## src/rtl/cam_pkg.sv

```systemverilog
// Shared types and constants for the DVP capture front-end.
package cam_pkg;

    typedef enum logic [1:0] {
        ST_WAIT  = 2'd0,
        ST_IDLE  = 2'd1,
        ST_FRAME = 2'd2
    } cam_state_t;

    localparam int BIDX_W = 2;

    function automatic bit bpp_legal(input int bpp);
        return (bpp >= 1) && (bpp <= 3);
    endfunction

endpackage

```

## src/rtl/cam_pix_pack.sv

```systemverilog
// Byte shifter and byte index for one pixel; flags the byte that completes a pixel.
module cam_pix_pack
    import cam_pkg::*;
#(
    parameter int DIN_W         = 8,
    parameter int BYTES_PER_PIX = 2
) (
    input  logic                             ov5640_pclk,
    input  logic                             sys_rst_n,
    input  logic                             en,
    input  logic                             clr,
    input  logic [DIN_W-1:0]                 din,
    output logic [DIN_W*BYTES_PER_PIX-1:0]   word,
    output logic                             done,
    output logic                             partial
);

    localparam int                PIX_W = DIN_W * BYTES_PER_PIX;
    localparam logic [BIDX_W-1:0] LAST  = BIDX_W'(BYTES_PER_PIX - 1);

    logic [PIX_W-1:0]  shift;
    logic [BIDX_W-1:0] byte_idx;

    // Older bytes fall off the top, so the first byte of a pixel ends up in the MSBs.
    assign word    = PIX_W'({shift, din});
    assign done    = en && (byte_idx == LAST);
    assign partial = (byte_idx != '0);

    always_ff @(posedge ov5640_pclk or negedge sys_rst_n) begin
        if (!sys_rst_n) begin
            shift    <= '0;
            byte_idx <= '0;
        end else begin
            if (en) shift <= word;
            if (clr)
                byte_idx <= '0;
            else if (en)
                byte_idx <= (byte_idx == LAST) ? '0 : byte_idx + 1'b1;
        end
    end

endmodule

```

## src/rtl/cam_dvp_capture.sv

```systemverilog
// DVP capture: input registers, frame-skip/capture FSM, pixel framing and geometry check.
// Optional crop window is built in when CAM_CROP_EN is defined.
//   state | meaning
//   WAIT  | discarding start-up frames until PIC_WAIT vsync edges are seen
//   IDLE  | armed; waits for a vsync edge with cap_en=1
//   FRAME | capturing; the next vsync edge closes and possibly reopens the frame
module cam_dvp_capture
    import cam_pkg::*;
#(
    parameter int DIN_W         = 8,
    parameter int BYTES_PER_PIX = 2,
    parameter int PIC_WAIT      = 10,
    parameter int H_ACT         = 1280,
    parameter int V_ACT         = 720,
    parameter int CNT_W         = 12
`ifdef CAM_CROP_EN
    ,
    parameter int CROP_X0       = 0,
    parameter int CROP_Y0       = 0,
    parameter int CROP_W        = H_ACT,
    parameter int CROP_H        = V_ACT
`endif
) (
    input  logic                            ov5640_pclk,
    input  logic                            sys_rst_n,
    input  logic                            cam_href,
    input  logic                            cam_vsync,
    input  logic [DIN_W-1:0]                cam_data,
    input  logic                            cap_en,
    output logic                            pix_valid,
    output logic [DIN_W*BYTES_PER_PIX-1:0]  pix_data,
    output logic                            pix_sof,
    output logic                            pix_eol,
    output logic                            frame_done,
    output logic                            frame_err,
    output logic [CNT_W-1:0]                line_cnt,
    output logic                            cam_hs,
    output logic                            cam_vs
);

    if (!bpp_legal(BYTES_PER_PIX)) begin : g_bad_bpp
        $error("cam_dvp_capture: BYTES_PER_PIX must be 1..3");
    end

    localparam int               SKIP_W  = (PIC_WAIT < 1) ? 1 : $clog2(PIC_WAIT + 1);
    localparam logic [SKIP_W-1:0] SKIP_TC = SKIP_W'(PIC_WAIT);
    localparam logic [CNT_W-1:0]  H_ACT_C = CNT_W'(H_ACT);
    localparam logic [CNT_W-1:0]  V_ACT_C = CNT_W'(V_ACT);

    logic             href_r, href_d, vsync_r, vsync_d;
    logic [DIN_W-1:0] data_r;
    logic             vsync_rise, href_fall;

    always_ff @(posedge ov5640_pclk or negedge sys_rst_n) begin
        if (!sys_rst_n) begin
            href_r  <= 1'b0;
            href_d  <= 1'b0;
            vsync_r <= 1'b0;
            vsync_d <= 1'b0;
            data_r  <= '0;
        end else begin
            href_r  <= cam_href;
            href_d  <= href_r;
            vsync_r <= cam_vsync;
            vsync_d <= vsync_r;
            data_r  <= cam_data;
        end
    end

    assign vsync_rise = vsync_r & ~vsync_d;
    assign href_fall  = href_d & ~href_r;
    assign cam_hs     = href_d;
    assign cam_vs     = vsync_d;

    cam_state_t        state, state_n;
    logic [SKIP_W-1:0] skip_cnt;
    logic              frame_start, frame_close;

    always_comb begin
        state_n     = state;
        frame_start = 1'b0;
        frame_close = 1'b0;
        case (state)
            ST_WAIT:  if (skip_cnt == SKIP_TC) state_n = ST_IDLE;
            ST_IDLE:  if (vsync_rise && cap_en) begin
                          state_n     = ST_FRAME;
                          frame_start = 1'b1;
                      end
            ST_FRAME: if (vsync_rise) begin
                          frame_close = 1'b1;
                          if (cap_en) frame_start = 1'b1;
                          else        state_n     = ST_IDLE;
                      end
            default:  state_n = ST_WAIT;
        endcase
    end

    logic                           in_frame, eol_evt, pack_en, pack_clr;
    logic                           pix_done, partial;
    logic [DIN_W*BYTES_PER_PIX-1:0] pix_word;
    logic [CNT_W-1:0]               pix_cnt, line_cnt_eff;
    logic                           line_err, line_err_eff, sof_pend;
    logic                           win_x, win_y, emit;

    assign in_frame = (state == ST_FRAME);
    assign eol_evt  = in_frame & href_fall;
    // Bytes arriving on the frame-boundary cycle belong to neither frame.
    assign pack_en  = in_frame & href_r & ~vsync_rise;
    assign pack_clr = href_fall | vsync_rise;

    cam_pix_pack #(
        .DIN_W         (DIN_W),
        .BYTES_PER_PIX (BYTES_PER_PIX)
    ) u_pack (
        .ov5640_pclk (ov5640_pclk),
        .sys_rst_n   (sys_rst_n),
        .en          (pack_en),
        .clr         (pack_clr),
        .din         (data_r),
        .word        (pix_word),
        .done        (pix_done),
        .partial     (partial)
    );

`ifdef CAM_CROP_EN
    localparam logic [CNT_W:0] X0 = (CNT_W+1)'(CROP_X0);
    localparam logic [CNT_W:0] X1 = (CNT_W+1)'(CROP_X0 + CROP_W);
    localparam logic [CNT_W:0] Y0 = (CNT_W+1)'(CROP_Y0);
    localparam logic [CNT_W:0] Y1 = (CNT_W+1)'(CROP_Y0 + CROP_H);
    assign win_x = ({1'b0, pix_cnt} >= X0) && ({1'b0, pix_cnt} < X1);
    assign win_y = ({1'b0, line_cnt} >= Y0) && ({1'b0, line_cnt} < Y1);
`else
    assign win_x = 1'b1;
    assign win_y = 1'b1;
`endif
    assign emit = pix_done & win_x & win_y;

    // A line ending on the closing vsync edge is folded in before the frame is judged.
    assign line_cnt_eff = (eol_evt && line_cnt != '1) ? line_cnt + 1'b1 : line_cnt;
    assign line_err_eff = line_err | (eol_evt & ((pix_cnt != H_ACT_C) | partial));

    always_ff @(posedge ov5640_pclk or negedge sys_rst_n) begin
        if (!sys_rst_n) begin
            state      <= ST_WAIT;
            skip_cnt   <= '0;
            pix_cnt    <= '0;
            line_cnt   <= '0;
            line_err   <= 1'b0;
            sof_pend   <= 1'b0;
            pix_valid  <= 1'b0;
            pix_data   <= '0;
            pix_sof    <= 1'b0;
            pix_eol    <= 1'b0;
            frame_done <= 1'b0;
            frame_err  <= 1'b0;
        end else begin
            state <= state_n;
            if (state == ST_WAIT && vsync_rise && skip_cnt != SKIP_TC)
                skip_cnt <= skip_cnt + 1'b1;

            if (frame_start || href_fall)
                pix_cnt <= '0;
            else if (pix_done && pix_cnt != '1)
                pix_cnt <= pix_cnt + 1'b1;

            line_cnt <= frame_start ? '0   : line_cnt_eff;
            line_err <= frame_start ? 1'b0 : line_err_eff;

            if (frame_start)      sof_pend <= 1'b1;
            else if (frame_close) sof_pend <= 1'b0;
            else if (emit)        sof_pend <= 1'b0;

            pix_valid <= emit;
            pix_sof   <= emit & sof_pend;
            if (emit) pix_data <= pix_word;
            pix_eol   <= eol_evt & win_y;

            // frame_err is only meaningful alongside frame_done and is zero otherwise.
            frame_done <= frame_close;
            frame_err  <= frame_close & ((line_cnt_eff != V_ACT_C) | line_err_eff);
        end
    end

endmodule

```

## config.mk

```make
export PLATFORM = sky130hd
export DESIGN_NAME = cam_dvp_capture
export DESIGN_NICKNAME = d
export VERILOG_FILES = /design/src/rtl/cam_pkg.sv /design/src/rtl/cam_pix_pack.sv /design/src/rtl/cam_dvp_capture.sv
export SDC_FILE = /design/constraint.sdc
export NUM_CORES = 1
export LEC_CHECK = 0
export ABC_AREA = 1
export BUFFER_PORTS_ARGS = -buffer_cell sky130_fd_sc_hd__buf_4
export CORE_MARGIN = 8
export CORE_UTILIZATION = 25
export DETAILED_ROUTE_END_ITERATION = 8
export PLACE_DENSITY_LB_ADDON = 0.12
export SLEW_MARGIN = 40
export SYNTH_ARGS = -nofsm -noshare
export SYNTH_HDL_FRONTEND = slang
export SYNTH_SLANG_ARGS = --single-unit
```

## constraint.sdc

```tcl
create_clock -name ov5640_pclk -period 4.5 [get_ports ov5640_pclk]
set_input_delay 0.9 -clock ov5640_pclk [delete_from_list [all_inputs] [get_ports ov5640_pclk]]
set_output_delay 0.9 -clock ov5640_pclk [all_outputs]
set_load 0.1 [all_outputs]
```

==> qor.yml, run 1 <==
outcome: "finished, final reports clean"
start_util_pct: 25.6
syn_area_per_cell_um2: 8.65
cp.arrival_ns: 2.76
design.die.area_um2: 17600
finClkSkew_ns: 0.00674
diodes: 0
tritoncts: "built"
dp_slack_ns: 1.88
clk_pin_slew_ns: 0.06
max_cap_violations: 0
critPathCaptureType: "flop"
finalInstanceArea_um2: 4240
reg2reg_slack_ns: 1.94
setup_violations: 0
clock_latency_ns: 0.34
critPathKind: "reg2reg"
grt_overflow: 0
seqPwrFrac_pct: 32.4
syn_to_final_growth_pct: 24.5
setup_ws_ns: 1.94
min_path_type: "reg2reg"
layout.nets: 470
antenna_found_initial: 0
reg2reg_from: "state[0]"
synth_area_um2: 3410
viasPerCell: 4.17
worstPathMaxFanout: 25
place_hpwl_um: 5540
p_int_mw: 1.54
yosys_warnings: 0
slew_headroom_pct: 50.3
place.gp.congestion: 0.752
worst_pin_slew_ns: 0.745
power.density_nw_per_um2: 735
core.rowCount: 42
grt_pass1_wl_um: 13500
cts.htree.levels: 3
coreArea_um2: 13300
report.final.slew_viol_count: 0
finalWirelength_um: 7920
ys_seq_elements: 75
clk_path_buf_depth: 2
die_w_um: 133
power.leakage_nw: 2.05
ant_nets: 0
post_cts_buffers: 0
drtIter0Drc: 171
p_switching_mw: 1.58
cts.sinks: 75
wire_per_inst_um: 12.6
portBuffers: 47
first_global_vias: 2678
hold_buffers: 0
fmax_mhz: 390
crit_start: "state[0]"
dpl_cell_area_um2: 3970
layout-drive-gt1-share_pct: 16.9
rsz0062_at_grt: "false"
endpoint: "pix_data[6]"
synth-seq-area-share_pct: 55.1
finalHoldViolations: 0
grt_max_degree: 76
fin_cells: 627
syn-num-nets: 417
die_height_um: 133
reg2reg_to: "pix_data[6]"
cts-resized-gates: 0
cts-root-buf: "clkbuf_16"
startpoint_type: "flop"
final.period_utilization_pct: 57.0
rr_worst_depth: 8
drt_pre_antenna_iters: 4
cts_inserted_buffers: 9
synth_cell_type_count: 25
min_period_ns: 2.56
vias: 2613
synth_cells: 394
grt_usage_pct: 9.62
worstPathRequired_ns: 4.69
clkPwrFrac_pct: 21.3
combinationalPowerShare_pct: 46.3
utilization_pct: 31.9
top_level_ports: 48
irDropWorstVdd_v: 0.000362
route.detailed.drc: 0
place_inst: 612
switching_share_pct: 50.8
fin_setup_tns_ns: 0
[power groups by stage]
stage	clock [mW]	combinational [mW]	sequential [mW]
after global routing	0.714	1.55	1.04
after detailed placement	0	1.46	1.02
after global placement	0	1.45	1.03
final	0.663	1.44	1.01
after CTS	0.690	1.46	1.02
after floorplan	0	0.347	1.79
[state kept, by name (all words and copies together) (netlist names)]
| register | count |
|---|---|
| href_r | 1 |
| pix_data | 16 |
| state | 2 |
| u_pack.shift | 8 |
| pix_eol | 1 |
| skip_cnt | 4 |
| pix_cnt | 12 |
| sof_pend | 1 |
| data_r | 8 |
| line_err | 1 |
| frame_done | 1 |
| pix_sof | 1 |
| line_cnt | 12 |
| frame_err | 1 |
| cam_hs | 1 |
| u_pack.byte_idx | 2 |
| cam_vs | 1 |
| pix_valid | 1 |
| vsync_r | 1 |
[logic make-up (layout without fill, tap and decap cells)]
family	Yosys count	after routing	synth area share [%]
flip-flops	75	75	55.1
AO/OA/AOI/OAI	42	42	6.94
buffers and inverters	62	119	6.90
adder cells (fa/ha/maj)	10	10	3.67
XOR/XNOR	9	9	2.31
AND/OR/NAND/NOR	196	196	25.1
[Yosys cell counts]
cell / number / share of area (%)
nor3_2: 2 / 0.59
xor2_1: 5 / 1.3
dfrtp_1: 75 / 55
a21oi_1: 7 / 1.0
nand3_2: 3 / 0.88
nand4_1: 8 / 1.5
buf_2: 2 / 0.29
nor3_1: 7 / 1.0
or2_2: 2 / 0.37
nor2_4: 1 / 0.33
nand2_1: 102 / 11
nor2_1: 41 / 4.5
o21ai_0: 28 / 4.1
xnor2_1: 4 / 1.0
o21ai_4: 1 / 0.48
nor2_2: 2 / 0.37
nand3_1: 26 / 3.8
clkbuf_1: 4 / 0.44
nand2_4: 1 / 0.33
ha_1: 10 / 3.7
nand2_2: 1 / 0.18
o211ai_1: 1 / 0.22
inv_1: 55 / 6.1
o31ai_1: 5 / 1.1
inv_2: 1 / 0.11
[metal layers]
layer	up-vias	track usage, %	wire [µm]
met3	9	4.01	462
li1	1350	-	-
met1	1203	11.8	3790
met5	-	0	0
met2	51	14.6	3540
met4	0	3.85	121
[layout make-up]
class | instances | area [µm²]
fillers | 1405 | 9050
clock buffers | 10 | 229
multi-input cells | 257 | 1300
well taps | 176 | 220
repair buffers | 48 | 364
clock inverters | 5 | 40.0
flip-flops and latches | 75 | 1880
inverters | 56 | 210
[stage by stage]
step	hold slack, ns	power, mW
5_1_grt	0.439	3.31
3_3_place_gp	0.376	2.47
3_5_place_dp	0.398	2.49
6_report	0.410	3.12
2_1_floorplan	0.354	2.13
4_1_cts	0.417	3.17
[cells in the final DEF, fill, tap and decap left out, drive strengths merged]
cell type	instances
dfrtp	75
buf	48
nor3	9
nor2	44
clkbuf	10
o31ai	5
nand4	8
or2	2
ha	10
nand2	104
clkinvlp	3
inv	57
xnor2	4
nand3	29
clkinv	1
a21oi	7
o211ai	1
xor2	5
o21ai	29
[critical path: stages (launching register included)]
cell and delay, ns:
dfrtp_1 0.43, inv_1 0.10, ha_1 0.28, nand3_2 0.35
nor3_2 0.40, buf_4 0.26, inv_1 0.35, nand2_1 0.15
o21ai_0 0.09
[worst min path at each step]
stage,start,end,cells after the start
detailed placement,vsync_r,cam_vs,0
global placement,vsync_r,cam_vs,0
finish,vsync_r,cam_vs,0
global route,vsync_r,cam_vs,0
CTS,vsync_r,cam_vs,0
floorplan,vsync_r,cam_vs,0
Note: power is estimated with default switching activity, not from simulation.
==> run 2: changes to the inputs <==
- ABC_AREA: 1 -> 0
- clock period: 4.5 -> 2.6 ns (I/O delays scaled with it)
==> run 2 against run 1 <==
Compared with the run above: sequential cell count is the same; clock power grew 100%; highest routed layer unchanged; hold slack lost 0.23 ns; critical path type unchanged; sequential power grew 76%; non-clock buffer count grew 6; first-iteration DRC count shrank 35%; setup slack lost 1.7 ns; sequential share of layout area grew 0.68 points.
==> qor.yml, run 2 <==
critPathKind: "reg2reg"  # unchanged
cp.arrival_ns: 2.58  # was 2.76 ns
grt_overflow: 0  # unchanged
finalWirelength_um: 7330  # was 7920 µm
setup_violations: 0  # unchanged
die_height_um: 130  # was 133 µm
rsz0062_at_grt: "false"  # unchanged
cts.htree.levels: 3  # unchanged
rr_worst_depth: 8  # unchanged
finClkSkew_ns: 0.00800  # was 0.00674 ns
clk_path_buf_depth: 2  # unchanged
synth-edff-count: 0  # unchanged
nFillCells: 1324  # was 1405
clk_pin_slew_ns: 0.06  # about the same
clkPwrFrac_pct: 24.4  # was 21.3%
grt_pass1_wl_um: 12300  # was 13500 µm
synth-seq-area-share_pct: 57.4  # was 55.1%
final_common_cell: "dfrtp_1"  # was nand2_1
cpMaxStageDelayCell: "dfrtp_1"  # unchanged
layout.nets: 357  # was 470
drt_pre_antenna_iters: 4  # unchanged
syn_to_final_growth_pct: 28.0  # was 24.5%
met1_usage_pct: 11.6  # was 11.8%
dp_slack_ns: 0.252  # was 1.88 ns
clock_latency_ns: 0.33  # was 0.34 ns
yosysMostFrequentCell: "dfrtp_1"  # was nand2_1
synth_cells: 276  # was 394
multi_input_area_um2: 1320  # was 1300 µm²
fmax_mhz: 424  # was 390 MHz
grt_usage_pct: 9.54  # was 9.62%
synthTopCellsByCount: "dfrtp_1 (75), nor2_1 (32), mux2_2 (25), nand2_1 (22), xnor2_1 (13)"  # was nand2_1 (102), dfrtp_1 (75), inv_1 (55), nor2_1 (41), o21ai_0 (28)
outcome: "finished, final reports clean"  # unchanged
critPathCaptureType: "flop"  # unchanged
cp_num_buf_inv: 1  # was 3
cts-resized-gates: 0  # unchanged
wire_per_inst_um: 14.3  # was 12.6 µm
max_cap_violations: 0  # unchanged
viasPerCell: 4.31  # was 4.17
synth_cell_type_count: 41  # was 25
seqPwrFrac_pct: 32.7  # was 32.4%
yosys.area.top_type: "dfrtp_1"  # unchanged
grt-busiest-layer: "met2"  # unchanged
first_global_vias: 2362  # was 2678
antenna_found_initial: 0  # unchanged
synthTopCellsByArea: "dfrtp_1 (57%), mux2_2 (8.6%), ha_1 (3.8%)"  # was dfrtp_1 (55%), nand2_1 (11%), inv_1 (6.1%)
grt_util_met2_pct: 14.7  # was 14.6%
syn_area_per_cell_um2: 11.8  # was 8.65 µm²
synth_area_um2: 3270  # was 3410 µm²
yosys_warnings: 0  # unchanged
grtUsageMet3_pct: 4.65  # was 4.01%
cts_inserted_buffers: 9  # unchanged
design.die.area_um2: 17000  # was 17600 µm²
hold_buffers: 0  # unchanged
route.detailed.drc: 0  # unchanged
place.gp.congestion: 0.727  # was 0.752
p_int_mw: 2.93  # was 1.54 mW
utilization_pct: 33.0  # was 31.9%
post_cts_buffers: 0  # unchanged
synth_top_area_share_pct: 57.4  # was 55.1%
cp_cell_sequence: "inv_1, ha_1, and3b_1, and3_4, and4_4, xnor2_1, or3b_1, o31a_1"  # was inv_1, ha_1, nand3_2, nor3_2, buf_4, inv_1, nand2_1, o21ai_0
largest_reg_flops: 16  # unchanged
core.rowCount: 41  # was 42
regMostFlops: "pix_data"  # unchanged
tritoncts: "built"  # unchanged
finalHoldViolations: 0  # unchanged
cp_top_family: "simple AND/OR/NAND/NOR gates"  # unchanged
coreArea_um2: 12700  # was 13300 µm²
regArea_um2: 1880  # about the same
cts.sinks: 75  # unchanged
reg2reg_to: "frame_err"  # was pix_data[6]
grt_max_degree: 42  # was 76
min_path_type: "in2async"  # was reg2reg
worstPathMaxFanout: 10  # was 25
dpl_cell_area_um2: 3870  # was 3970 µm²
irDropWorstVdd_v: 0.000642  # was 0.000362 V
top_level_ports: 48  # unchanged
switching_share_pct: 46.3  # was 50.8%
vias: 2203  # was 2613
combinationalPowerShare_pct: 42.9  # was 46.3%
ant_nets: 0  # unchanged
syn-num-nets: 299  # was 417
crit_start: "state[0]"  # unchanged
endpoint: "frame_err"  # was pix_data[6]
die_w_um: 130  # was 133 µm
reg2reg_slack_ns: 0.24  # was 1.94 ns
final.period_utilization_pct: 90.7  # was 57.0%
start_util_pct: 25.8  # was 25.6%
worstPathRequired_ns: 2.82  # was 4.69 ns
place_hpwl_um: 5350  # was 5540 µm
ys.flop_type: "dfrtp_1"  # unchanged
worst_pin_slew_ns: 0.563  # was 0.745 ns
startpoint_type: "flop"  # unchanged
finalInstanceArea_um2: 4180  # was 4240 µm²
async_flop_share_pct: 100  # unchanged
min_period_ns: 2.36  # was 2.56 ns
fin_setup_tns_ns: 0  # unchanged
slew_headroom_pct: 62.5  # was 50.3%
report.final.slew_viol_count: 0  # unchanged
drtIter0Drc: 111  # was 171
layout_common_cells: "dfrtp_1 (73), buf_4 (53), nor2_1 (32)"  # was nand2_1 (102), dfrtp_1 (75), inv_1 (55)
p_switching_mw: 2.53  # was 1.58 mW
power.leakage_nw: 1.96  # was 2.05 nW
power.density_nw_per_um2: 1300  # was 735 nW/µm²
portBuffers: 47  # unchanged
critPathMaxStageDelay_ns: 0.43  # about the same
worstSetupPathDepth: 8  # unchanged
diodes: 0  # unchanged
reg2reg_from: "state[0]"  # unchanged
cts-root-buf: "clkbuf_16"  # unchanged
power_mw: 5.46  # was 3.12 mW
reg.largest.list: "pix_data (16), line_cnt (12), pix_cnt (12)"  # unchanged
layout-drive-gt1-share_pct: 31.0  # was 16.9%
setup_ws_ns: 0.241  # was 1.94 ns
ys_seq_elements: 75  # unchanged
## run 2: changes by cell type after synthesis, moves of 19 or more
| cell | previous run | this run |
|---|---|---|
| inv_1 | 55 | 8 |
| o21ai_0 | 28 | 5 |
| mux2_2 | 0 | 25 |
| nand2_1 | 102 | 22 |
| nand3_1 | 26 | 7 |
## run 2: worst min path at each step
stage	start	end	slack, ns	cells after the start
2_1_floorplan	sys_rst_n	cam_hs	0.22	0
4_1_cts	sys_rst_n	skip_cnt[0]	0.20	1
5_1_grt	sys_rst_n	skip_cnt[3]	0.22	1
3_5_place_dp	vsync_r	cam_vs	0.40	0
6_report	sys_rst_n	state[0]	0.18	1
3_3_place_gp	vsync_r	cam_vs	0.39	0
## run 2: layer usage
metal / routed length, µm / up-vias
li1: - / 1077
met1: 3420 / 1072
met2: 3370 / 49
met3: 464 / 5
met4: 71 / 0
met5: 0 / -
## run 2: stage by stage
stage / std cells / hold WS [ns]
finish: 511 / 0.184
detailed placement: 495 / 0.396
global route: 511 / 0.224
floorplan: 276 / 0.224
global placement: 495 / 0.387
CTS: 511 / 0.196
## run 2: power by group through the flow
stage / clock network (mW) / logic (mW) / registers (mW)
floorplan: 0 / 0.574 / 3.03
global placement: 0 / 2.37 / 1.81
detailed placement: 0 / 2.38 / 1.81
CTS: 1.38 / 2.38 / 1.79
global route: 1.43 / 2.48 / 1.85
finish: 1.33 / 2.34 / 1.78
## run 2: cell type report
| class | instances | area share, % |
|---|---|---|
| timing repair buffer | 54 | 9.99 |
| clock buffer | 11 | 5.56 |
| inverter | 8 | 0.718 |
| clock inverter | 5 | 2.03 |
| multi-input combinational | 186 | 31.6 |
| tap | 172 | 5.14 |
| sequential | 75 | 44.9 |
## run 2: logic make-up (layout without fill, tap and decap cells)
kind of cell,after synthesis,after routing,share of synthesized area (%)
compound gates,21,21,4.21
xor+xnor,20,20,5.36
fa+ha+maj,10,10,3.83
buf+inv,15,78,2.22
flops,75,75,57.4
mux,30,30,10.1
simple gates,105,105,16.8
